===== src/rtl/status_cond_if.sv =====
// Flag/condition bus between the pipeline control (EXE/ID stages, stall logic)
// and the status/condition unit. The master drives stage information; the
// slave returns the architectural flags, the condition verdict and statistics.
interface status_cond_if #(
  parameter int CNT_W = 16
);
  logic             freeze;
  logic             flush;
  logic             exe_valid;
  logic             exe_s;
  logic [3:0]       alu_flags;
  logic             id_valid;
  logic [3:0]       id_cond;
  logic             cnt_clr;
  logic [3:0]       status_out;
  logic [3:0]       eff_flags;
  logic             cond_pass;
  logic [CNT_W-1:0] pass_cnt;
  logic [CNT_W-1:0] fail_cnt;

  modport master (
    output freeze, flush, exe_valid, exe_s, alu_flags,
    output id_valid, id_cond, cnt_clr,
    input  status_out, eff_flags, cond_pass, pass_cnt, fail_cnt
  );

  modport slave (
    input  freeze, flush, exe_valid, exe_s, alu_flags,
    input  id_valid, id_cond, cnt_clr,
    output status_out, eff_flags, cond_pass, pass_cnt, fail_cnt
  );
endinterface


===== src/rtl/status_cond_unit.sv =====
// NZCV status register with EXE->ID flag forwarding, ARM condition-code
// evaluation for the ID instruction, and saturating pass/fail counters.
module status_cond_unit #(
  parameter int CNT_W = 16
) (
  input  logic         clk,
  input  logic         rst,
  status_cond_if.slave bus
);

  logic [3:0]       status_d, status_q;
  logic [CNT_W-1:0] pass_cnt_d, pass_cnt_q;
  logic [CNT_W-1:0] fail_cnt_d, fail_cnt_q;
  logic             wr;
  logic             fwd;
  logic [3:0]       eff_flags;
  logic             cond_pass;

  // Condition field decode against {N,Z,C,V}.
  function automatic logic cond_eval(input logic [3:0] cond, input logic [3:0] f);
    logic n, z, c, v;
    logic r;
    n = f[3];
    z = f[2];
    c = f[1];
    v = f[0];
    case (cond)
      4'b0000: r = z;
      4'b0001: r = ~z;
      4'b0010: r = c;
      4'b0011: r = ~c;
      4'b0100: r = n;
      4'b0101: r = ~n;
      4'b0110: r = v;
      4'b0111: r = ~v;
      4'b1000: r = c & ~z;
      4'b1001: r = ~c | z;
      4'b1010: r = (n == v);
      4'b1011: r = (n != v);
      4'b1100: r = ~z & (n == v);
      4'b1101: r = z | (n != v);
      4'b1110: r = 1'b1;
      default: r = 1'b0;
    endcase
    return r;
  endfunction

  // Increment that sticks at all-ones instead of wrapping.
  function automatic logic [CNT_W-1:0] sat_inc(input logic [CNT_W-1:0] cnt);
    if (&cnt) return cnt;
    return cnt + {{(CNT_W-1){1'b0}}, 1'b1};
  endfunction

  // Forward/write qualification, effective flags and the condition verdict.
  // Forwarding ignores freeze so a stalled flag-setter is still visible to ID.
  always_comb begin
    fwd       = bus.exe_valid & bus.exe_s & ~bus.flush;
    wr        = fwd & ~bus.freeze;
    eff_flags = fwd ? bus.alu_flags : status_q;
    cond_pass = cond_eval(bus.id_cond, eff_flags);
  end

  // Next-state for the status register and the statistics counters.
  // cnt_clr beats both an increment and freeze; rst is applied in the flop block.
  always_comb begin
    status_d   = status_q;
    pass_cnt_d = pass_cnt_q;
    fail_cnt_d = fail_cnt_q;
    if (wr) status_d = bus.alu_flags;
    if (bus.cnt_clr) begin
      pass_cnt_d = '0;
      fail_cnt_d = '0;
    end else if (bus.id_valid && !bus.freeze) begin
      if (cond_pass) pass_cnt_d = sat_inc(pass_cnt_q);
      else           fail_cnt_d = sat_inc(fail_cnt_q);
    end
  end

  // State registers; reset drops any in-flight flag write.
  always_ff @(posedge clk) begin
    if (rst) begin
      status_q   <= 4'b0000;
      pass_cnt_q <= '0;
      fail_cnt_q <= '0;
    end else begin
      status_q   <= status_d;
      pass_cnt_q <= pass_cnt_d;
      fail_cnt_q <= fail_cnt_d;
    end
  end

  assign bus.status_out = status_q;
  assign bus.eff_flags  = eff_flags;
  assign bus.cond_pass  = cond_pass;
  assign bus.pass_cnt   = pass_cnt_q;
  assign bus.fail_cnt   = fail_cnt_q;

endmodule


===== src/flat_wrapper.sv =====
// flat-port wrapper written by rule: the top's interface ports become plain ports
module status_cond_unit_flat 
#(
  parameter int CNT_W = 16
)
  (clk, rst, bus_freeze, bus_flush, bus_exe_valid, bus_exe_s, bus_alu_flags, bus_id_valid, bus_id_cond, bus_cnt_clr, bus_status_out, bus_eff_flags, bus_cond_pass, bus_pass_cnt, bus_fail_cnt);
  status_cond_if #(.CNT_W(CNT_W)) bus_i ();
  input  logic clk;
  input  logic rst;
  input wire logic [$bits(bus_i.freeze)-1:0] bus_freeze;
  input wire logic [$bits(bus_i.flush)-1:0] bus_flush;
  input wire logic [$bits(bus_i.exe_valid)-1:0] bus_exe_valid;
  input wire logic [$bits(bus_i.exe_s)-1:0] bus_exe_s;
  input wire logic [$bits(bus_i.alu_flags)-1:0] bus_alu_flags;
  input wire logic [$bits(bus_i.id_valid)-1:0] bus_id_valid;
  input wire logic [$bits(bus_i.id_cond)-1:0] bus_id_cond;
  input wire logic [$bits(bus_i.cnt_clr)-1:0] bus_cnt_clr;
  output wire logic [$bits(bus_i.status_out)-1:0] bus_status_out;
  output wire logic [$bits(bus_i.eff_flags)-1:0] bus_eff_flags;
  output wire logic [$bits(bus_i.cond_pass)-1:0] bus_cond_pass;
  output wire logic [$bits(bus_i.pass_cnt)-1:0] bus_pass_cnt;
  output wire logic [$bits(bus_i.fail_cnt)-1:0] bus_fail_cnt;
  assign bus_i.freeze = bus_freeze;
  assign bus_i.flush = bus_flush;
  assign bus_i.exe_valid = bus_exe_valid;
  assign bus_i.exe_s = bus_exe_s;
  assign bus_i.alu_flags = bus_alu_flags;
  assign bus_i.id_valid = bus_id_valid;
  assign bus_i.id_cond = bus_id_cond;
  assign bus_i.cnt_clr = bus_cnt_clr;
  assign bus_status_out = bus_i.status_out;
  assign bus_eff_flags = bus_i.eff_flags;
  assign bus_cond_pass = bus_i.cond_pass;
  assign bus_pass_cnt = bus_i.pass_cnt;
  assign bus_fail_cnt = bus_i.fail_cnt;
  status_cond_unit #(.CNT_W(CNT_W)) u_core (.clk(clk), .rst(rst), .bus(bus_i));
endmodule

===== config.mk =====
export PLATFORM = sky130hd
export DESIGN_NAME = status_cond_unit_flat
export DESIGN_NICKNAME = d
export VERILOG_FILES = /design/src/rtl/status_cond_if.sv /design/src/rtl/status_cond_unit.sv /design/src/flat_wrapper.sv
export SDC_FILE = /design/constraint.sdc
export NUM_CORES = 1
export LEC_CHECK = 0
export CAP_MARGIN = 30
export CORE_MARGIN = 5
export CORE_UTILIZATION = 31
export DETAILED_ROUTE_END_ITERATION = 16
export GPL_TIMING_DRIVEN = 0
export MAX_ROUTING_LAYER = met4
export PLACE_DENSITY = 0.62
export SLEW_MARGIN = 10
export SYNTH_ARGS = -nofsm -noshare
export SYNTH_HDL_FRONTEND = slang
export SYNTH_SLANG_ARGS = --single-unit

===== constraint.sdc =====
create_clock -name clk -period 5 [get_ports clk]
set_input_delay 0.5 -clock clk [delete_from_list [all_inputs] [get_ports clk]]
set_output_delay 0.5 -clock clk [all_outputs]
set_load 0.05 [all_outputs]

## Word-level counts from Yosys, hierarchy flattened

Cells that the tools add are included.

| word-level totals | value |
|---|---|
| bits of input ports | 16 |
| bits in read-only memories | 0 |
| latch bits | 0 |
| RAM bits | 0 |
| memories kept | 0 |
| logic and storage cells | 57 |
| register bits after elaboration | 36 |

| operators by class | value |
|---|---|
| multiply operators | 0 |
| eq/ne operators | 18 |
| multiplexer cells | 12 |
| $add $sub $neg | 2 |
| reduce and logical (&&, ||, !) cells | 8 |
| bitwise gates (word level) | 14 |
| order comparisons | 0 |
| divide/modulo/power cells | 0 |
| shifts and indexed selects | 0 |

Operator list:

| operator | number |
|---|---|
| $add 16x1->16 const B | 2 |
| $mux 16 | 2 |
| $reduce_and 16->1 | 2 |
| $eq 4x4->1 const B | 7 |
| $eq 4x3->1 const B | 4 |
| $pmux 1 s15 | 1 |
| $eq 4x2->1 const B | 2 |
| $mux 1 | 8 |
| $not 1->1 | 7 |
| $reduce_and 3->1 | 2 |
| $and 1x1->1 | 5 |
| $eq 4x1->1 const B | 1 |
| $logic_not 4->1 | 1 |
| $mux 4 | 1 |
| $ne 2x2->1 const B | 2 |
| $or 1x1->1 | 2 |
| $reduce_or 2->1 | 1 |
| $eq 1x1->1 | 1 |
| $logic_and 1x1->1 | 1 |
| $logic_not 1->1 | 1 |
| $ne 1x1->1 | 1 |

## Depth between registers and ports, before layout

Gate-level depths: netlist (run 1).

| depth | value |
|---|---|
| word-level depth | 11 |
| gate-level depth with buffers | 11 |
| depth with buffers taken out | 8 |

## Worst setup path before layout (run 1)

No wires, ideal clock.

| path | value |
|---|---|
| path type | input port to output port |
| start | input port bus_id_cond[1] |
| end | output port bus_cond_pass |
| setup slack | 1973 ps |
| stages | 9 |
| required time | 4500 ps |
| arrival time | 2527 ps |
| cell sequence | clkbuf_1 mux4_2 nor3_1 a211oi_2 nand4_1 nor2_2 inv_2 buf_6 clkbuf_1 |

| on the way | value |
|---|---|
| cells in the longest elaborated chain, start to end | 2 |
| elaborated cells between the ends (all ways) | 16 |
| classes of those cells | 14 x eq/ne; 1 x mux; 1 x reduce/logical |

RTL lines:

| what | RTL line | text |
|---|---|---|
| start: declaration | flat_wrapper.sv:16 | `input wire logic [$bits(bus_i.id_cond)-1:0] bus_id_cond;` |
| $eq 4x4->1 (tied with other cells) | status_cond_unit.sv:27 | `case (cond)` |
| $pmux 1 s15 * | status_cond_unit.sv:27 |  |
| end: declaration | flat_wrapper.sv:20 | `output wire logic [$bits(bus_i.cond_pass)-1:0] bus_cond_pass;` |

Mark *: on every way between the ends. The rest lies on a longest branch, timed or not.

## Worst setup path in the final report (run 1)

| path | value |
|---|---|
| start | input port bus_flush |
| end | output port bus_cond_pass |

| on the way | value |
|---|---|
| cells in the longest elaborated chain, start to end | 6 |
| elaborated cells between the ends (all ways) | 14 |
| classes of those cells | 2 x eq/ne; 2 x mux; 10 x bitwise |

RTL lines:

| what | RTL line | text |
|---|---|---|
| start: declaration | flat_wrapper.sv:11 | `input wire logic [$bits(bus_i.flush)-1:0] bus_flush;` |
| $not 1->1 * | status_cond_unit.sv:57 | `fwd = bus.exe_valid & bus.exe_s & ~bus.flush;` |
| $and 1x1->1 * | status_cond_unit.sv:57 |  |
| $mux 4 * | status_cond_unit.sv:59 | `eff_flags = fwd ? bus.alu_flags : status_q;` |
| $ne 1x1->1 (tied with other cells) | status_cond_unit.sv:39, status_cond_unit.sv:41 |  |
| $or 1x1->1 (tied with other cells) | status_cond_unit.sv:41 | `4'b1101: r = z \| (n != v);` |
| $pmux 1 s15 * | status_cond_unit.sv:27 |  |

Marked as above.

==> metrics.yaml, run 1 <==
outcome: "finished, final reports clean"
fillers: 704
hold_path_depth: 2
cts.sinks: 36
arrival_ns: 3.79
drive_above_1_share: 0.0654
root_buffer: "clkbuf_8"
fin_skew_ns: 0.00914
syn_inst: 261
grt_pass1_vias: 2116
hold_path_end: "u_core.bus.pass_cnt[1]"
synth-async-reset-ratio: 0
wl_um: 6030
portBuffers: 53
syn_to_final_growth_pct: 33.7
antenna_found_initial: 0
relSlewSlack: 0.604
vias: 2221
worst_ep_required_time_ns: 4.50
insertedDiodeCount: 0
critical_path_class: "in -> out"
tightest_slew_ns: 0.589
cts_resized: 0
dp_hpwl_um: 4530
grt_usage: 0.149
rsz0062_at_grt: "no"
worstSetupStartpointType: "input port"
rows: 30
grt_pass1_wl_um: 10100
r2r_start: "u_core.bus.pass_cnt[2]"
clk_pin_slew_worst_paths_ns: 0.07
multi_input_area_um2: 1290
io_pins: 57
rr_worst_depth: 9
post_drt_wl_per_cell_um: 15.0
setup_viol: 0
grt_max_degree: 11
core_area_um2: 6680
drt_iter0_drc: 102
die_h_um: 92.3
yosys_warnings: 0
numCtsBuffers: 5
drc: 0
hold_class: "reg -> reg"
grt_overflow: 0
yosys_most_used_dff: "dfxtp_1"
start_util: 0.314
drtPass1Iterations: 4
gp_congestion: 0.816
ant_nets: 0
r2r_slack_ns: 2.36
fp.dieW_um: 92.3
maxSlewViolCount: 0
cts_setup_buffers: 0
max_cap_violations: 0
dieArea_um2: 8520
fin_cells: 401
synth_area_um2: 2100
clock.fmax_ghz: 0.233
min_from: "u_core.bus.pass_cnt[1]"
synth_edf_count: 0
hold_buffers: 0
p_per_area_nw_per_um2: 207
timing_hold_violations_final: 0
clockBufferDepth: 2
power_leakage_nw: 0.896
clock_latency_ns: 0.29
tns_ns: 0
max-vdd-ir-drop_mv: 0.0856
fin_crit_sh: 0.859
avgSynthCellArea_um2: 8.04
seq_area_frac_synth: 0.343
critPathCaptureType: "output pin"
cp_max_fo: 10
placed_cells: 394
ys_types: 42
syn_nets: 279
timing.rr.end: "u_core.bus.pass_cnt[11]"
finalNetCount: 339
hold_ws_ns: 0.492
period_needed_ns: 4.29
regArea_um2: 721
synth_seq_cells: 36
htree_num_levels: 2
cts_tree: "yes"
vias_per_cell: 5.54
[critical path, stage by stage]
cell	delay (ns)
clkdlybuf4s50_1	0.46
nand3b_1	0.28
mux4_2	0.56
a21oi_1	0.15
a31o_2	0.13
nor2_2	0.08
inv_2	0.15
buf_6	0.16
clkbuf_1	0.40
clkdlybuf4s50_1	0.90
[cells in the final DEF, fill, tap and decap left out, types with 3 or more instances in the layout]
cell,instances
nand2_1,29
dfxtp_1,36
o21ai_0,17
or3_1,18
clkbuf_1,12
and2_1,3
mux4_2,4
o31ai_1,11
a21oi_1,29
nand3_1,11
clkbuf_8,5
nand4_1,8
and4_1,3
nor2_1,11
clkdlybuf4s50_1,53
nor3_1,8
nand3b_1,3
or4_1,11
and3_1,6
inv_1,3
mux2i_1,4
[report_power, final]
part	switching (mW)	internal [mW]	total (mW)	leakage, nW
Combinational	0.0597	0.0327	0.0925	0.565
Sequential	0.00147	0.288	0.289	0.290
Clock	0.106	0.0949	0.201	0.0410
Total	0.167	0.415	0.582	0.896
[per-layer routing]
metal	global-route usage	vias up	wire length, um
met1	0.184	1053	2890
met3	0.0292	8	203
li1	-	1115	-
met5	-	-	0
met4	0.0507	0	77
met2	0.243	45	2850
[metrics by stage]
stage          cell area (um2)  setup WS, ns  total power, mW   util
5_1_grt                   2810         0.506            0.609  0.420
2_1_floorplan             2100          1.97            0.352      -
4_1_cts                   2810         0.671            0.588  0.420
6_report                  2810         0.706            0.582  0.420
3_5_place_dp              2730         0.682            0.388  0.409
3_3_place_gp              2730         0.679            0.388  0.409
[kinds of logic (layout without fill, tap and decap cells)]
kind of cell / Yosys count / in the layout / share of synthesized area
compound gates: 71 / 71 / 0.205
xor+xnor: 3 / 3 / 0.0125
fa+ha+maj: 2 / 2 / 0.0119
buf+inv: 19 / 79 / 0.0411
flops: 36 / 36 / 0.343
mux: 10 / 10 / 0.0727
simple gates: 120 / 120 / 0.313
[cell type report]
class                           instances  area share
Multi-Input combinational cell        206       0.460
Clock buffer                            6      0.0258
Inverter                                4     0.00535
Timing Repair Buffer                   53       0.189
Buffer                                 15      0.0254
Sequential cell                        36       0.257
Clock inverter                          1     0.00178
Tap cell                               80      0.0357
[synthesized netlist by cell type (all sizes together) (3+ instances only)]
library cell | count | area [um2]
nand2 | 29 | 109
clkbuf | 11 | 41.3
or3 | 18 | 113
and3 | 6 | 37.5
inv | 4 | 15.0
mux4 | 4 | 90.1
nand3 | 11 | 55.1
buf | 4 | 30.0
nor3 | 8 | 40.0
o31ai | 11 | 82.6
a21oi | 29 | 145
o21ai | 18 | 90.1
nand4 | 8 | 50.1
and4 | 3 | 26.3
dfxtp | 36 | 721
mux2i | 4 | 40.0
or4 | 11 | 82.6
and2 | 3 | 18.8
nor2 | 12 | 47.6
nand3b | 3 | 22.5
[flip-flops by register name, indices dropped and copies added, names as in the netlist]
| name | flops |
|---|---|
| u_core.bus.fail_cnt | 16 |
| u_core.bus.pass_cnt | 16 |
| u_core.bus.status_out | 4 |
[how the worst max path moves through the flow]
| stage | from | endpoint | slack (ns) | cells past startpoint |
|---|---|---|---|---|
| detailed placement | bus_exe_s | bus_cond_pass | 0.68 | 11 |
| CTS | bus_exe_s | bus_cond_pass | 0.67 | 11 |
| finish | bus_flush | bus_cond_pass | 0.71 | 10 |
| global route | bus_flush | bus_cond_pass | 0.51 | 10 |
| global placement | bus_exe_s | bus_cond_pass | 0.68 | 11 |
| floorplan | bus_id_cond[1] | bus_cond_pass | 1.97 | 9 |
Note: power is estimated with default switching activity, not from simulation.
==> run 2: changes to the inputs <==
--- a/config.mk
+++ b/config.mk
@@ -5,7 +5,6 @@
 export SDC_FILE = /design/constraint.sdc
 export NUM_CORES = 1
 export LEC_CHECK = 0
-export CAP_MARGIN = 30
 export CORE_MARGIN = 5
 export CORE_UTILIZATION = 31
 export DETAILED_ROUTE_END_ITERATION = 16
==> constraint.sdc (replaced) <==
create_clock -name clk -period 5 [get_ports clk]
set_input_delay 1 -clock clk [delete_from_list [all_inputs] [get_ports clk]]
set_output_delay 1 -clock clk [all_outputs]
set_load 0.05 [all_outputs]
==> metrics.yaml, run 2 (synthesis results as in run 1) <==
wl_met1_um: 2850  # -1.3%
grt_overflow: 0  # unchanged
cts_tree: "yes"
worst_ep_required_time_ns: 4.00  # -0.50 ns
hold_path_depth: 2  # unchanged
tns_ns: 0  # unchanged
rows: 30  # unchanged
drive_above_1_share: 0.0688  # +0.00333
clock.fmax_ghz: 0.220  # -5.7%
post-place-ws_ns: -0.318  # -1.00 ns
final.setup.worst_slack_ns: 0.444  # -0.261 ns
relSlewSlack: 0.603  # -0.00149
portBuffers: 53  # unchanged
dieArea_um2: 8520  # unchanged
ant_nets: 0  # unchanged
critical_path_class: "in -> out"
arrival_ns: 3.56  # -0.23 ns
stdcell_area_um2: 2810  # about the same
final_common_cell: "clkdlybuf4s50_1"
place_area_um2: 2730  # unchanged
final_cell_mix: "clkdlybuf4s50_1 (52), dfxtp_1 (36), nand2_1 (29), a21oi_1 (29), or3_1 (18)"
clock_latency_ns: 0.29  # about the same
r2r_slack_ns: 2.36  # about the same
dp_hpwl_um: 4530  # unchanged
power_leakage_nw: 0.897  # +0.12%
top_layer: "met4"
hold_buffers: 0  # unchanged
clk_pin_slew_worst_paths_ns: 0.06  # about the same
vias_per_cell: 5.58  # +0.70%
hold_class: "reg -> reg"
path_common_cell: "buf_6"
htree_num_levels: 2  # unchanged
numCtsBuffers: 5  # unchanged
timing.rr.end: "u_core.bus.pass_cnt[11]"
cts.sinks: 36  # unchanged
critPathLaunch: "bus_exe_s"
drtPass1Iterations: 4  # unchanged
min_from: "u_core.bus.pass_cnt[1]"
vias: 2231  # +0.45%
worstSetupStartpointType: "input port"
grt_max_degree: 11  # unchanged
dr_wl_met3_um: 211  # +3.9%
wl_um: 6000  # -0.46%
start_util: 0.314  # unchanged
rsz0062_at_grt: "no"
clockBufferDepth: 2  # unchanged
root_buffer: "clkbuf_8"
core_area_um2: 6680  # unchanged
die_h_um: 92.3  # unchanged
max_cap_violations: 0  # unchanged
cts_setup_buffers: 0  # unchanged
io_pins: 57  # unchanged
hold_path_end: "u_core.bus.pass_cnt[1]"
rr_worst_depth: 9  # unchanged
fin_skew_ns: 0.00929  # +0.000156 ns
setup_viol: 0  # unchanged
antenna_found_initial: 0  # unchanged
fp.dieW_um: 92.3  # unchanged
p_per_area_nw_per_um2: 207  # -0.22%
hold_ws_ns: 0.491  # -0.00142 ns
fin_crit_sh: 0.911  # +0.0522
timing_hold_violations_final: 0  # unchanged
period_needed_ns: 4.56  # +0.261 ns
r2r_start: "u_core.bus.pass_cnt[2]"
crit_chain: "clkdlybuf4s50_1 -> and3b_1 -> buf_6 -> mux4_2 -> a211oi_2 -> nand4_1 -> nor2_4 -> inv_2 -> buf_6 -> clkdlybuf4s15_2"
syn_to_final_growth_pct: 33.9  # about the same
grt_usage: 0.149  # unchanged
post_drt_wl_per_cell_um: 15.0  # -0.22%
tightest_slew_ns: 0.591  # +0.00222 ns
grt_pass1_wl_um: 10100  # unchanged
drc: 0  # unchanged
slowest_delay_ns: 0.50  # -0.40 ns
gp_congestion: 0.816  # unchanged
slowest_stage: "mux4_2"
drt_iter0_drc: 108  # +5.9%
outcome: "finished, final reports clean"
dr_wl_met2_um: 2860  # +0.11%
finalNetCount: 338  # -0.29%
maxSlewViolCount: 0  # unchanged
critPathCaptureType: "output pin"
cp_max_fo: 19  # +9
insertedDiodeCount: 0  # unchanged
max-vdd-ir-drop_mv: 0.0868  # +1.4%
grt_pass1_vias: 2116  # unchanged
run 2: timing repair:
item	in CTS	in global routing
endpoints found under the setup margin	1	1
pin swaps	0	0
resized for setup	3	1
run 2: worst max path at each step:
stage                     depth (start not counted)       endpoint  slack [ns]
after detailed placement                         11  bus_cond_pass       -0.32
after global routing                             10  bus_cond_pass        0.28
after floorplan                                   9  bus_cond_pass        0.97
after CTS                                        11  bus_cond_pass        0.05
final                                            10  bus_cond_pass        0.44
after global placement                           11  bus_cond_pass       -0.32
run 2: power by group:
group	leakage, nW	internal, mW	total (mW)	switching (mW)
combinational	0.566	0.0325	0.0915	0.0591
clock	0.0410	0.0949	0.201	0.106
sequential	0.290	0.288	0.289	0.00147
total	0.897	0.415	0.582	0.167
run 2: worst max-delay path, delay by kind of cell:
kind,cells,cell delay (ns)
AO/OA/AOI/OAI,1,0.19
buffers and inverters,5,1.26
multiplexers,1,0.50
AND/OR/NAND/NOR,3,0.60
run 2: per-layer routing:
layer | GRT usage | vias to the layer above
met4 | 0.0507 | 0
met3 | 0.0292 | 8
met2 | 0.243 | 49
met1 | 0.184 | 1058
met5 | - | -
li1 | - | 1116
run 2: stage by stage:
stage | total power, mW | instances | util
3_3_place_gp | 0.388 | 394 | 0.409
4_1_cts | 0.588 | 401 | 0.420
5_1_grt | 0.609 | 400 | 0.421
6_report | 0.582 | 400 | 0.421
2_1_floorplan | 0.352 | 261 | -
3_5_place_dp | 0.388 | 394 | 0.409
run 2: layout make-up:
class,count,area (um2)
Multi-Input combinational cell,206,1300
Timing Repair Buffer,53,532
Tap cell,80,100
Clock buffer,6,72.6
Sequential cell,36,721
Inverter,4,15.0
Clock inverter,1,5.00
Fill cell,705,3870
Buffer,14,67.6
==> run 3: changes to the inputs <==
--- a/config.mk
+++ b/config.mk
@@ -11,6 +11,7 @@
 export GPL_TIMING_DRIVEN = 0
 export MAX_ROUTING_LAYER = met4
 export PLACE_DENSITY = 0.62
+export REMOVE_ABC_BUFFERS = 1
 export SLEW_MARGIN = 10
 export SYNTH_ARGS = -nofsm -noshare
 export SYNTH_HDL_FRONTEND = slang
==> metrics.yaml, run 3 (synthesis results as in run 1) <==
dr_wl_met2_um: 2520  # -12%
p_per_area_nw_per_um2: 213  # +3.0%
relSlewSlack: 0.468  # -0.135
critPathLaunch: "bus_exe_s"
r2r_start: "u_core.bus.pass_cnt[2]"
r2r_slack_ns: 2.46  # +0.10 ns
final.setup.worst_slack_ns: 0.267  # -0.177 ns
grt_pass1_vias: 2039  # -3.6%
timing.rr.end: "u_core.bus.pass_cnt[13]"
clk_pin_slew_worst_paths_ns: 0.08  # +0.02 ns
rr_worst_depth: 7  # -2
drtPass1Iterations: 4  # unchanged
finalNetCount: 330  # -2.4%
cp_max_fo: 28  # +9
post_drt_wl_per_cell_um: 14.8  # -1.3%
final_common_cell: "clkdlybuf4s50_1"
gp_congestion: 0.821  # +0.63%
fillers: 694  # -1.6%
hold_ws_ns: 0.495  # +0.00363 ns
post-place-ws_ns: -0.616  # -0.297 ns
critical_path_class: "in -> out"
hold_path_end: "u_core.bus.fail_cnt[14]"
htree_num_levels: 2  # unchanged
clock.fmax_ghz: 0.211  # -3.7%
vias_per_cell: 5.61  # +0.50%
hold_class: "reg -> reg"
insertedDiodeCount: 0  # unchanged
drc: 0  # unchanged
intPower_mw: 0.430  # +3.7%
clockBufferDepth: 2  # unchanged
start_util: 0.314  # unchanged
die_h_um: 92.3  # unchanged
drive_above_1_share: 0.0767  # +0.00793
arrival_ns: 3.73  # +0.17 ns
ant_nets: 0  # unchanged
wl_um: 5820  # -3.0%
hold_buffers: 0  # unchanged
switching_power_mw: 0.168  # +0.96%
vias: 2203  # -1.3%
switching_share: 0.281  # -0.00538
critPathCaptureType: "output pin"
worst_ep_required_time_ns: 4.00  # about the same
top_layer: "met4"
max-vdd-ir-drop_mv: 0.123  # +41%
rows: 30  # unchanged
p_seq_frac: 0.483  # -0.014
syn_to_final_growth_pct: 33.7
grt_pass1_wl_um: 9790  # -3.3%
pwr-share-comb: 0.150  # -0.007
place_area_um2: 2690  # -1.5%
maxSlewViolCount: 0  # unchanged
worstSetupStartpointType: "input port"
wl_met1_um: 2960  # +3.9%
period_needed_ns: 4.73  # +0.177 ns
dr_wl_met3_um: 302  # +43%
fin_crit_sh: 0.947  # +0.0354
power_leakage_nw: 0.905  # +0.86%
outcome: "finished, final reports clean"
root_buffer: "clkbuf_8"
final_cell_mix: "clkdlybuf4s50_1 (55), dfxtp_1 (36), nand2_1 (29), a21oi_1 (29), or3_1 (18)"
grt_usage: 0.143  # -0.00601
timing_hold_violations_final: 0  # unchanged
grt_max_degree: 29  # +18
clock_latency_ns: 0.29  # about the same
cts.sinks: 36  # unchanged
fp.dieW_um: 92.3  # unchanged
core_area_um2: 6680  # unchanged
stdcell_area_um2: 2810  # -0.13%
grt_overflow: 0  # unchanged
dp_hpwl_um: 4050  # -10%
tightest_slew_ns: 0.792  # +0.201 ns
min_from: "u_core.bus.fail_cnt[14]"
dieArea_um2: 8520  # unchanged
cts_tree: "yes"
portBuffers: 56  # +5.7%
hold_path_depth: 2  # unchanged
clockPowerShare: 0.367  # +0.022
drt_iter0_drc: 129  # +19%
setup_viol: 0  # unchanged
rsz0062_at_grt: "no"
io_pins: 57  # unchanged
fin_skew_ns: 0.00633  # -0.00297 ns
fin_util: 0.420  # -0.000562
antenna_found_initial: 0  # unchanged
numCtsBuffers: 5  # unchanged
max_cap_violations: 0  # unchanged
## run 3: cell types whose count changed in the layout (fill, tap and decap cells not counted), sizes merged
cell,change
clkbuf,-10
clkdlybuf4s50,+3
buf,-2
clkdlybuf4s15,-1
clkinv,+1
dlygate4sd2,+1
nor2,+1
## run 3: layout make-up
type	instances	area, um2	share of cell area
clock inverters	2	10.0	0.00357
multi-input cells	207	1300	0.465
well taps	80	100	0.0357
inverters	4	15.0	0.00535
clock buffers	6	82.6	0.0294
flip-flops and latches	36	721	0.257
repair buffers	58	574	0.205
## run 3: repair_timing
action                                  in CTS  in global routing
gates resized for setup                      2                  0
buffers inserted                             0                  2
pin swaps                                    1                  1
gates cloned                                 1                  0
endpoints found under the setup margin       1                  1
## run 3: critical path, stage by stage
cell and delay, ns:
clkdlybuf4s50_1 0.47, and3b_1 0.38, mux4_2 0.56, a211oi_2 0.19, nand4_1 0.27, nor2_4 0.20, inv_2 0.18, dlygate4sd2_1 0.48
## run 3: layer usage
layer	global-route usage	vias up
met4	0.0433	0
li1	-	1102
met3	0.0333	5
met2	0.207	63
met1	0.197	1033
met5	-	-
## run 3: worst max-delay path by stage
stage	to	slack [ns]	cells past startpoint
final	bus_cond_pass	0.27	8
after global routing	bus_cond_pass	0.13	8
after CTS	bus_cond_pass	0.02	8
after detailed placement	bus_cond_pass	-0.62	8
after global placement	bus_cond_pass	-0.58	8
after floorplan	bus_cond_pass	0.97	6
## run 3: through the flow
stage / instances / total power, mW / TNS [ns]
4_1_cts: 391 / 0.603 / 0
6_report: 393 / 0.598 / 0
3_5_place_dp: 382 / 0.380 / -0.616
5_1_grt: 393 / 0.627 / 0
3_3_place_gp: 382 / 0.380 / -0.582
2_1_floorplan: 246 / 0.344 / 0
## run 3: power groups by stage
stage               logic (mW)  registers [mW]  clock network (mW)
floorplan               0.0441           0.300                   0
global placement        0.0839           0.296                   0
detailed placement      0.0844           0.296                   0
CTS                     0.0873           0.289               0.226
global route            0.0977           0.289               0.240
finish                  0.0896           0.289               0.220
